<file path="src/rtl/odd_parity_rx.sv">
// Serial frame receiver: start(0), 4 data bits LSB-first, odd parity, stop(1).
// Delivers the nibble with parity/framing flags and keeps a saturating error count.
module odd_parity_rx #(
  parameter int CLKS_PER_BIT = 4,
  parameter int ERR_CNT_W    = 8
) (
  input  logic                 clk,
  input  logic                 rst,
  input  logic                 sin,
  input  logic                 clr_err,
  output logic [3:0]           data_out,
  output logic                 data_valid,
  output logic                 parity_err,
  output logic                 frame_err,
  output logic                 busy,
  output logic [ERR_CNT_W-1:0] err_count
);

  localparam int CNT_W = (CLKS_PER_BIT > 2) ? $clog2(CLKS_PER_BIT) : 1;
  localparam int H     = CLKS_PER_BIT / 2;
  // The counter is cleared on the sampling edge, so it reads N-1 on the edge N cycles later.
  localparam logic [CNT_W-1:0] HALF_LAST = CNT_W'(H - 1);
  localparam logic [CNT_W-1:0] BIT_LAST  = CNT_W'(CLKS_PER_BIT - 1);

  typedef enum logic [2:0] {
    IDLE,
    START,
    DATA,
    PARITY,
    STOP,
    WAIT_IDLE
  } state_t;

  state_t                 state_q, state_d;
  logic [CNT_W-1:0]       cnt_q, cnt_d;
  logic [1:0]             bit_idx_q, bit_idx_d;
  logic [3:0]             shift_q, shift_d;
  logic                   par_bit_q, par_bit_d;
  logic [3:0]             data_out_q, data_out_d;
  logic                   data_valid_q, data_valid_d;
  logic                   parity_err_q, parity_err_d;
  logic                   frame_err_q, frame_err_d;
  logic                   busy_q, busy_d;
  logic [ERR_CNT_W-1:0]   err_count_q, err_count_d;

  always_comb begin
    state_d      = state_q;
    cnt_d        = cnt_q + CNT_W'(1);
    bit_idx_d    = bit_idx_q;
    shift_d      = shift_q;
    par_bit_d    = par_bit_q;
    data_out_d   = data_out_q;
    data_valid_d = 1'b0;
    parity_err_d = parity_err_q;
    frame_err_d  = frame_err_q;

    case (state_q)
      IDLE: begin
        cnt_d = '0;
        if (!sin) state_d = START;
      end
      START: begin
        if (cnt_q == HALF_LAST) begin
          cnt_d     = '0;
          bit_idx_d = 2'd0;
          state_d   = sin ? IDLE : DATA;
        end
      end
      DATA: begin
        if (cnt_q == BIT_LAST) begin
          cnt_d              = '0;
          shift_d[bit_idx_q] = sin;
          if (bit_idx_q == 2'd3) state_d = PARITY;
          else                   bit_idx_d = bit_idx_q + 2'd1;
        end
      end
      PARITY: begin
        if (cnt_q == BIT_LAST) begin
          cnt_d     = '0;
          par_bit_d = sin;
          state_d   = STOP;
        end
      end
      STOP: begin
        if (cnt_q == BIT_LAST) begin
          cnt_d        = '0;
          data_valid_d = 1'b1;
          data_out_d   = shift_q;
          parity_err_d = ~(^{shift_q, par_bit_q});
          frame_err_d  = ~sin;
          // Returning straight to IDLE lets the very next edge catch a back-to-back start.
          state_d      = sin ? IDLE : WAIT_IDLE;
        end
      end
      WAIT_IDLE: begin
        cnt_d = '0;
        if (sin) state_d = IDLE;
      end
      default: begin
        cnt_d   = '0;
        state_d = IDLE;
      end
    endcase

    busy_d = (state_d != IDLE);

    // Counts on the cycle data_valid is high; a coincident clear takes priority.
    err_count_d = err_count_q;
    if (clr_err)
      err_count_d = '0;
    else if (data_valid_q && (parity_err_q || frame_err_q) && (err_count_q != '1))
      err_count_d = err_count_q + ERR_CNT_W'(1);
  end

  always_ff @(posedge clk) begin
    shift_q   <= shift_d;
    par_bit_q <= par_bit_d;
    if (rst) begin
      state_q      <= IDLE;
      cnt_q        <= '0;
      bit_idx_q    <= '0;
      data_out_q   <= '0;
      data_valid_q <= 1'b0;
      parity_err_q <= 1'b0;
      frame_err_q  <= 1'b0;
      busy_q       <= 1'b0;
      err_count_q  <= '0;
    end else begin
      state_q      <= state_d;
      cnt_q        <= cnt_d;
      bit_idx_q    <= bit_idx_d;
      data_out_q   <= data_out_d;
      data_valid_q <= data_valid_d;
      parity_err_q <= parity_err_d;
      frame_err_q  <= frame_err_d;
      busy_q       <= busy_d;
      err_count_q  <= err_count_d;
    end
  end

  assign data_out   = data_out_q;
  assign data_valid = data_valid_q;
  assign parity_err = parity_err_q;
  assign frame_err  = frame_err_q;
  assign busy       = busy_q;
  assign err_count  = err_count_q;

endmodule

</file>
<file path="config.mk">
export PLATFORM = sky130hd
export DESIGN_NAME = odd_parity_rx
export DESIGN_NICKNAME = d
export VERILOG_FILES = /design/src/rtl/odd_parity_rx.sv
export SDC_FILE = /design/constraint.sdc
export NUM_CORES = 1
export LEC_CHECK = 0
export CAP_MARGIN = 20
export CORE_MARGIN = 3
export CORE_UTILIZATION = 35
export CTS_CLUSTER_SIZE = 14
export DETAILED_ROUTE_END_ITERATION = 8
export SYNTH_ARGS = -nofsm -noshare
export SYNTH_HDL_FRONTEND = slang
export SYNTH_SLANG_ARGS = --single-unit
</file>
<file path="constraint.sdc">
create_clock -name clk -period 1.45 [get_ports clk]
set_input_delay 0.29 -clock clk [delete_from_list [all_inputs] [get_ports clk]]
set_output_delay 0.29 -clock clk [all_outputs]
set_load 0.02 [all_outputs]
</file>
# Word-level counts from Yosys, hierarchy flattened
# Index checks and enable logic that the tools add are counted.
dict set report word_totals {
  regBits 28
  out_inout_bits 16
  wordCells 67
}
dict set report op_classes {
  n_addsub 3
  n_lt_le_gt_ge 2
  eq_ne 12
  muxes 21
  n_bitwise 3
  reduce_logical 15
}
# operator count
set ops {}
lappend ops {{$mux W3} 8}
lappend ops {{$pmux W3 S6} 1}
lappend ops {{$mux W2} 6}
lappend ops {{$add A8 B1 Y8 const B} 1}
lappend ops {{$ne A8 B8 Y1 const B} 1}
lappend ops {{$pmux W2 S2} 2}
lappend ops {{$eq A3 B2 Y1 const B} 2}
lappend ops {{$eq A3 B3 Y1 const B} 2}
lappend ops {{$ne A2 B2 Y1 const B} 3}
lappend ops {{$reduce_and A2 Y1} 3}
lappend ops {{$reduce_xor A5 Y1} 1}
lappend ops {{$add A2 B1 Y2 const B} 2}
lappend ops {{$bwmux W4} 1}
lappend ops {{$eq A2 B2 Y1 const B} 2}
lappend ops {{$reduce_and A4 Y1} 1}
lappend ops {{$reduce_or A2 Y1} 2}
lappend ops {{$eq A3 B1 Y1 const B} 1}
lappend ops {{$logic_and A1 B1 Y1} 3}
lappend ops {{$logic_not A3 Y1} 1}
lappend ops {{$lt A2 B3 Y1 const B} 1}
lappend ops {{$not A1 Y1} 3}
lappend ops {{$reduce_bool A3 Y1} 1}
lappend ops {{$reduce_or A3 Y1} 1}
lappend ops {{$demux W1 S2} 1}
lappend ops {{other kinds (5)} 6}

# Logic depth before layout (Yosys ltp)
# Gate-level depths: netlist of run 1.
dict set report logic_depth {
  depth_word 5
  ltp_mapped 6
  ltp_nobuf 6
}

# Worst setup path after synthesis of run 1
# No wires, ideal clock.
dict set report synth_timing {
  kind {register to register}
  start {register err_count_q[0], in the netlist err_count[0]}
  end {register err_count_q[1], in the netlist err_count[1]}
  setup_ns 0.124
  arrival_time_ns 1.447
  required_ns 1.326
  path_slack_ns -0.122
  stages_incl_launch_ff 6
  synth_period_minus_slack_ns 1.572
  cell_sequence {dfxtp_1 > ha_1 > nand4_1 > o21ai_0 > mux2i_1 > nor2_1}
}
dict set report synth_via {
  elab_chain_len 2
  word_cells_on_any_way 3
  cone_classes {1 x add/sub; 1 x eq/ne; 1 x reduce/logical}
}
# item line
set synth_rtl {}
lappend synth_rtl {{start, declared} 44} ;# logic [ERR_CNT_W-1:0] err_count_q, err_count_d;
lappend synth_rtl {{start signal, assigned} 137} ;# err_count_q <= err_count_d;
lappend synth_rtl {{parallel branches: the longest is 2 deep, another holds $add A8 B1 Y8} n/a}
# Parallel ways; which one is timed is not known.
# A chain may end at the register's enable or synchronous reset.

# Worst setup path in the final report of run 1
dict set report layout_timing {
  start {register cnt_q[0]}
  end {register busy_q, in the netlist busy}
}
dict set report layout_via {
  elab_chain_len 4
  word_cells_on_any_way 8
  cone_classes {2 x eq/ne; 5 x mux; 1 x reduce/logical}
}
# item line
set layout_rtl {}
lappend layout_rtl {{start, declared} 35} ;# logic [CNT_W-1:0] cnt_q, cnt_d;
lappend layout_rtl {{start signal, assigned} 130} ;# cnt_q <= cnt_d;
lappend layout_rtl {{$eq A2 B2 Y1 or $eq A2 B1 Y1 (tied branches)} n/a}
lappend layout_rtl {{$mux W3, on equally long branches} n/a}
lappend layout_rtl {{$pmux W3 S6 *} 57} ;# case (state_q)
lappend layout_rtl {{$reduce_bool A3 Y1 *} 105} ;# busy_d = (state_d != IDLE);
lappend layout_rtl {{end signal, assigned} 136} ;# busy_q <= busy_d;
lappend layout_rtl {{end, declared} 43} ;# logic busy_q, busy_d;
# Mark *: on every way between the ends. The rest lies on a longest branch, timed or not.

==> results of run 1 <==
[power by group]
group / internal (uW) / switching [uW] / total (uW) / leakage (uW)
logic: 45.7 / 46.8 / 92.6 / 0.000536
registers: 795 / 17.4 / 812 / 0.000235
clock network: 243 / 226 / 469 / 0.0000288
total: 1080 / 290 / 1370 / 0.000800
[final cells by class]
cell class	count	area share (%)
Clock buffer	4	2.95
Inverter	6	1.21
Multi-Input combinational cell	106	43.8
Sequential cell	28	33.6
Tap cell	48	3.22
Timing Repair Buffer	34	15.2
[worst min-delay path by stage]
stage                        endpoint  slack [ps]
after detailed placement  data_out[0]         490
after global placement    data_out[3]         470
after global routing       state_q[2]         490
after CTS                 data_out[0]         510
final                      state_q[2]         460
after floorplan            state_q[2]         370
[cell usage in the layout, fill, tap and decap left out, types with 4 or more instances in the layout]
| master | n |
|---|---|
| nor2_1 | 19 |
| dlygate4sd2_1 | 17 |
| dfxtp_1 | 16 |
| buf_4 | 15 |
| mux2i_1 | 9 |
| and3_1 | 8 |
| inv_1 | 5 |
| nor3_1 | 5 |
| edfxtp_1 | 5 |
| nand4_1 | 4 |
| nand2_1 | 4 |
| nand3_1 | 4 |
| a21oi_1 | 4 |
| o21ai_0 | 4 |
| ha_1 | 4 |
| clkbuf_8 | 4 |
| dfxtp_2 | 4 |
[sequential cells by signal (all words and copies together), names as in the netlist]
name and count:
par_bit_q 1, shift_q 4, state_q 3, busy 1, bit_idx_q 2, data_valid 1, frame_err 1, err_count 8
cnt_q 2, parity_err 1, data_out 4
[Yosys cell counts]
cell type	number
nor3_1	6
buf_2	3
or3_1	1
xor2_1	3
and3b_1	2
o2bb2ai_1	1
nor2b_1	2
nor2_1	19
a32oi_1	1
a211oi_1	3
nand2b_1	2
nor3b_1	1
o21ai_0	5
buf_6	1
edfxtp_1	5
nand3_1	4
nand4_1	4
nor3b_2	1
xnor2_1	2
inv_1	6
o2111a_1	2
nand3b_1	1
or2_2	1
a31oi_1	1
o22ai_1	1
and3_1	8
nor4_1	1
dfxtp_1	23
a21oi_1	6
o21a_1	1
mux2_2	1
and4_1	1
nand2_1	4
nand4bb_1	1
mux2i_1	9
o311ai_1	1
o211ai_2	1
clkbuf_1	2
ha_1	9
[what timing repair did]
item	in CTS	in global routing
buffers inserted	1	0
pin swaps	1	5
resized for setup	30	11
setup endpoints to repair	19	13
endpoints found under the hold margin	0	0
[layer usage]
layer	vias up	wire, um
met2	22	1340
li1	591	-
met5	-	0
met3	4	97
met4	0	49
met1	537	1360
[logic make-up (layout without fill, tap and decap cells)]
kind of cell / after synthesis / in the layout / share of synthesized area [%]
AND/OR/NAND/NOR: 59 / 59 / 22.8
flip-flops: 28 / 28 / 43.5
AO/OA/AOI/OAI: 23 / 23 / 11.3
buffers and inverters: 12 / 44 / 4.01
multiplexers: 10 / 10 / 7.22
adder cells (fa/ha/maj): 9 / 9 / 8.02
XOR/XNOR: 5 / 5 / 3.12
[critical path: stages, from the launching register on]
cell and delay [ps]:
dfxtp_4 390, ha_4 180, buf_4 130, a32oi_2 190, nor2_1 70, or3_1 350
[metrics by stage]
stage               setup TNS [ps]  hold WS [ps]  instances
floorplan                        0           369        146
global placement             -1460           472        221
detailed placement           -1640           486        221
CTS                              0           505        226
global route                 -20.9           495        226
finish                           0           459        226
==> flow_metrics.py, run 1 <==
metrics = {
    "routing": {
        "drt_wl_total_mm": 2.85,
        "drtAntennaViolNets": 0,
        "avgViaCountPerCell": 5.11,
        "drt_iter0_markers": 62,
        "vias": 1154,
        "drt_first_pass_iters": 4,
        "drc": 0,
        "wl_per_cell_um": 12.6,
    },
    "sta": {
        "maxSlewViolCount": 0,
        "rsz0062_at_grt": "yes",
        "final-hold-violation-count": 0,
        "fmax_mhz": 706,
        "tightest_slew_ps": 334,
        "worst_clock_skew_ps": 2.99,
        "fin_ws_ps": 33.5,
        "setup_viol_count_final": 0,
        "layout_min_cycle_time_ps": 1420,
        "timing.final.crit_share_pct": 97.7,
        "slew_headroom_pct": 77.6,
    },
    "floorplanning": {
        "fp.dieH_um": 69.3,
        "io_pins": 20,
        "fp-row-count": 22,
        "core_region_area_sq_um": 3770,
        "die-area_sq_um": 4810,
        "die-width_um": 69.3,
        "start_util_pct": 37.2,
    },
    "clocking": {
        "clkTransAtPathRegs_ps": 90,
        "numCtsBuffers": 3,
        "cts_tree": "yes",
        "insertion_delay_ps": 270,
        "clock_sinks": 28,
        "cts_root_buf": "clkbuf_8",
        "htree_levels": 1,
        "ctsHoldBuffers": 0,
        "cts_buffer_depth": 2,
    },
    "global_route": {
        "met2_usage_pct": 20.2,
        "met3_usage_pct": 2.46,
        "grt_pass1_vias": 1084,
        "grt_busiest_layer": "met2",
        "use_met1_pct": 16.0,
        "grt_usage_pct": 12.4,
        "grt_pass1_wl_mm": 4.95,
        "gr-total-overflow": 0,
        "grt_max_degree": 16,
        "antenna_found_initial": 0,
    },
    "critical_path": {
        "worst-r2r-setup-slack_ps": 30,
        "r2r-end": "busy",
        "critPathArrivalTime_ps": 1570,
        "end_kind": "register",
        "rr_worst_depth": 5,
        "cp-endpoint": "busy",
        "cp-start-kind": "register",
        "crit_start": "cnt_q[0]",
        "worstPathMaxFanout": 6,
        "path_class": "register to register",
        "reg2reg_from": "cnt_q[0]",
        "cp.required_ps": 1610,
    },
    "final_layout": {
        "fillers": 345,
        "multi_input_area_sq_um": 817,
        "finalInstanceArea_sq_um": 1870,
        "syn2layout_area_growth_pct": 32.9,
        "postLayoutCoreUtil_pct": 49.5,
        "antenna_cells": 0,
        "ff_latch_area_sq_um": 627,
        "nets": 192,
        "drive_gt1_share_pct": 23.6,
    },
    "pwr": {
        "p_total_uw": 1370,
        "powerDensity_nw_per_um2": 736,
        "power.leakage_uw": 0.000800,
        "vdd_ir_drop_max_mv": 0.395,
    },
    "logic_synthesis": {
        "synthesis.nets": 159,
        "syn_area_sq_um": 1400,
        "yosys_warnings": 0,
        "synth_area_leaders": "dfxtp_1 33%, edfxtp_1 11%, ha_1 8.0%, mux2i_1 6.4%, nor2_1 5.1%",
        "ys_ff_latch": 28,
        "syn_area_per_cell_sq_um": 9.62,
        "yosys.area.top_type": "dfxtp_1",
        "yosys.area.top_type_share_pct": 32.8,
        "ys_types": 39,
        "syn_inst": 146,
        "yosysSeqAreaShare_pct": 43.5,
    },
    "outcome": {
        "outcome": "complete, no violations",
    },
    "hold_path": {
        "min_path_type": "input port to register",
        "hold_depth": 3,
        "min_from": "rst",
    },
    "placement": {
        "gp_congestion": 0.876,
        "hpwlAfterDp_mm": 2.13,
        "port_buffers": 19,
        "place_area_sq_um": 1730,
        "place_ws_ps": -309,
    },
    "run": {
        "cap_violations": 0,
    },
}
(Power assumes the default switching activity.)
==> inputs of run 2 (changes only) <==
--- a/config.mk
+++ b/config.mk
@@ -11,4 +11,5 @@
 export CTS_CLUSTER_SIZE = 14
 export DETAILED_ROUTE_END_ITERATION = 8
+export PLACE_DENSITY_LB_ADDON = 0.2
 export SYNTH_ARGS = -nofsm -noshare
 export SYNTH_HDL_FRONTEND = slang
==> constraint.sdc (replaced) <==
create_clock -name clk -period 1.45 [get_ports clk]
set_input_delay 0.3625 -clock clk [delete_from_list [all_inputs] [get_ports clk]]
set_output_delay 0.3625 -clock clk [all_outputs]
set_load 0.02 [all_outputs]
==> flow_metrics.py, run 2 (synthesis gave the netlist of run 1 again) <==
metrics = {
    "final_layout": {
        "drive_gt1_share_pct": 23.2,
        "multi_input_area_sq_um": 802,
        "final_common_cell": "nor2_1",
        "nets": 195,
        "finalInstanceArea_sq_um": 1860,
        "largest_reg_flops": 8,
        "ff_latch_area_sq_um": 626,
        "syn2layout_area_growth_pct": 32.4,
        "layout_common_cells": "19 x nor2_1, 18 x buf_4, 17 x dlygate4sd2_1",
        "antenna_cells": 0,
        "fillers": 379,
    },
    "hold_path": {
        "min_path_type": "register to register",
    },
    "floorplanning": {
        "die-width_um": 69.3,
        "start_util_pct": 37.2,
        "fp.dieH_um": 69.3,
        "io_pins": 20,
        "die-area_sq_um": 4810,
        "fp-row-count": 22,
        "core_region_area_sq_um": 3770,
    },
    "routing": {
        "drt_first_pass_iters": 4,
        "drt_iter0_markers": 58,
        "drc": 0,
        "wl_per_cell_um": 12.1,
        "vias": 1180,
        "drt_wl_total_mm": 2.78,
        "drtAntennaViolNets": 0,
        "avgViaCountPerCell": 5.15,
    },
    "critical_path": {
        "cp.required_ps": 1600,
        "critPathArrivalTime_ps": 1590,
        "worstPathMaxFanout": 3,
        "end_kind": "register",
        "cp-start-kind": "register",
        "worst-r2r-setup-slack_ps": 10,
        "max_stage_delay_ps": 340,
        "path_cells": "ha_1 -> and3b_1 -> o211ai_2 -> o311ai_1 -> or3_1",
        "path_class": "register to register",
        "critPathSlowestCell": "or3_1",
    },
    "sta": {
        "slew_headroom_pct": 78.0,
        "setup_viol_count_final": 0,
        "fmax_mhz": 695,
        "timing.final.crit_share_pct": 99.2,
        "fin_ws_ps": 11.1,
        "tightest_slew_ps": 325,
        "final-hold-violation-count": 0,
        "maxSlewViolCount": 0,
        "layout_min_cycle_time_ps": 1440,
        "worst_clock_skew_ps": 3.78,
        "rsz0062_at_grt": "yes",
    },
    "placement": {
        "port_buffers": 19,
        "place_ws_ps": -385,
        "gp_congestion": 0.826,
        "place_area_sq_um": 1760,
        "hpwlAfterDp_mm": 2.11,
    },
    "global_route": {
        "grt_pass1_vias": 1041,
        "antenna_found_initial": 0,
        "gr-total-overflow": 0,
        "grt_max_degree": 16,
        "grt_usage_pct": 11.5,
        "grt_pass1_wl_mm": 4.74,
    },
    "clocking": {
        "clkTransAtPathRegs_ps": 90,
        "numCtsBuffers": 3,
        "clock_sinks": 28,
        "cts_tree": "yes",
        "postCtsSetupBuffers": 0,
        "cts_buffer_depth": 2,
        "insertion_delay_ps": 270,
        "cts_root_buf": "clkbuf_8",
        "ctsHoldBuffers": 0,
        "htree_levels": 1,
    },
    "outcome": {
        "outcome": "complete, no violations",
    },
    "pwr": {
        "swShare_pct": 22.0,
        "p_clk_share_pct": 32.3,
        "p_int_uw": 1040,
        "powerDensity_nw_per_um2": 714,
        "switching_power_uw": 292,
        "pwr-share-seq_pct": 61.3,
        "vdd_ir_drop_max_mv": 0.390,
        "combPwrFrac_pct": 6.4,
        "power.leakage_uw": 0.000804,
    },
    "run": {
        "cap_violations": 0,
    },
}
-- run 2: power groups by stage --
stage / logic, uW / registers, uW / clock network, uW
2_1_floorplan: 43.8 / 827 / 0
3_3_place_gp: 81.6 / 831 / 0
3_5_place_dp: 83.7 / 830 / 0
4_1_cts: 81.6 / 814 / 447
5_1_grt: 95.0 / 818 / 480
6_report: 84.5 / 814 / 430
-- run 2: area by class of cell --
type	count	area share, %
multi-input cells	106	43.1
flip-flops and latches	28	33.6
repair buffers	37	16.4
well taps	48	3.23
clock buffers	4	2.42
inverters	6	1.21
-- run 2: path summary, 6_finish.rpt --
| kind | startpoint | endpoint | depth (start not counted) |
|---|---|---|---|
| max | bit_idx_q[0] | busy | 5 |
| min | data_out[3] | data_out[3] | 2 |
| max reg2reg | bit_idx_q[0] | busy | 5 |
| min reg2reg | data_out[3] | data_out[3] | 2 |
-- run 2: layer usage --
| layer | wire [um] | track usage, % | part of all wire, % | up-vias |
|---|---|---|---|---|
| met2 | 1320 | 17.2 | 47 | 23 |
| met4 | 22 | 3.25 | 0.79 | 0 |
| met3 | 125 | 2.75 | 4.5 | 2 |
| met1 | 1310 | 16.5 | 47 | 558 |
| li1 | - | - | - | 597 |
| met5 | 0 | 0 | 0 | - |
-- run 2: critical path: cells and delay by family, from the launching register on --
| kind | cells | cell delay (ps) |
|---|---|---|
| flops | 1 | 330 |
| simple gates | 2 | 510 |
| fa+ha+maj | 1 | 210 |
| compound gates | 2 | 270 |
-- run 2: what timing repair did --
| action | CTS | global route |
|---|---|---|
| pin swaps | 1 | 1 |
| setup endpoints to repair | 20 | 15 |
| gates resized for setup | 25 | 12 |
| gates cloned | 0 | 0 |
-- run 2: metrics by stage --
stage	hold slack, ps	util [%]	total power (uW)	setup TNS (ps)	std cells
final	508	49.3	1330	0	229
after global routing	571	49.3	1390	-107	229
after CTS	513	47.7	1340	0	229
after detailed placement	490	46.7	914	-2190	225
after global placement	472	46.7	913	-1970	225
after floorplan	442	-	871	0	146
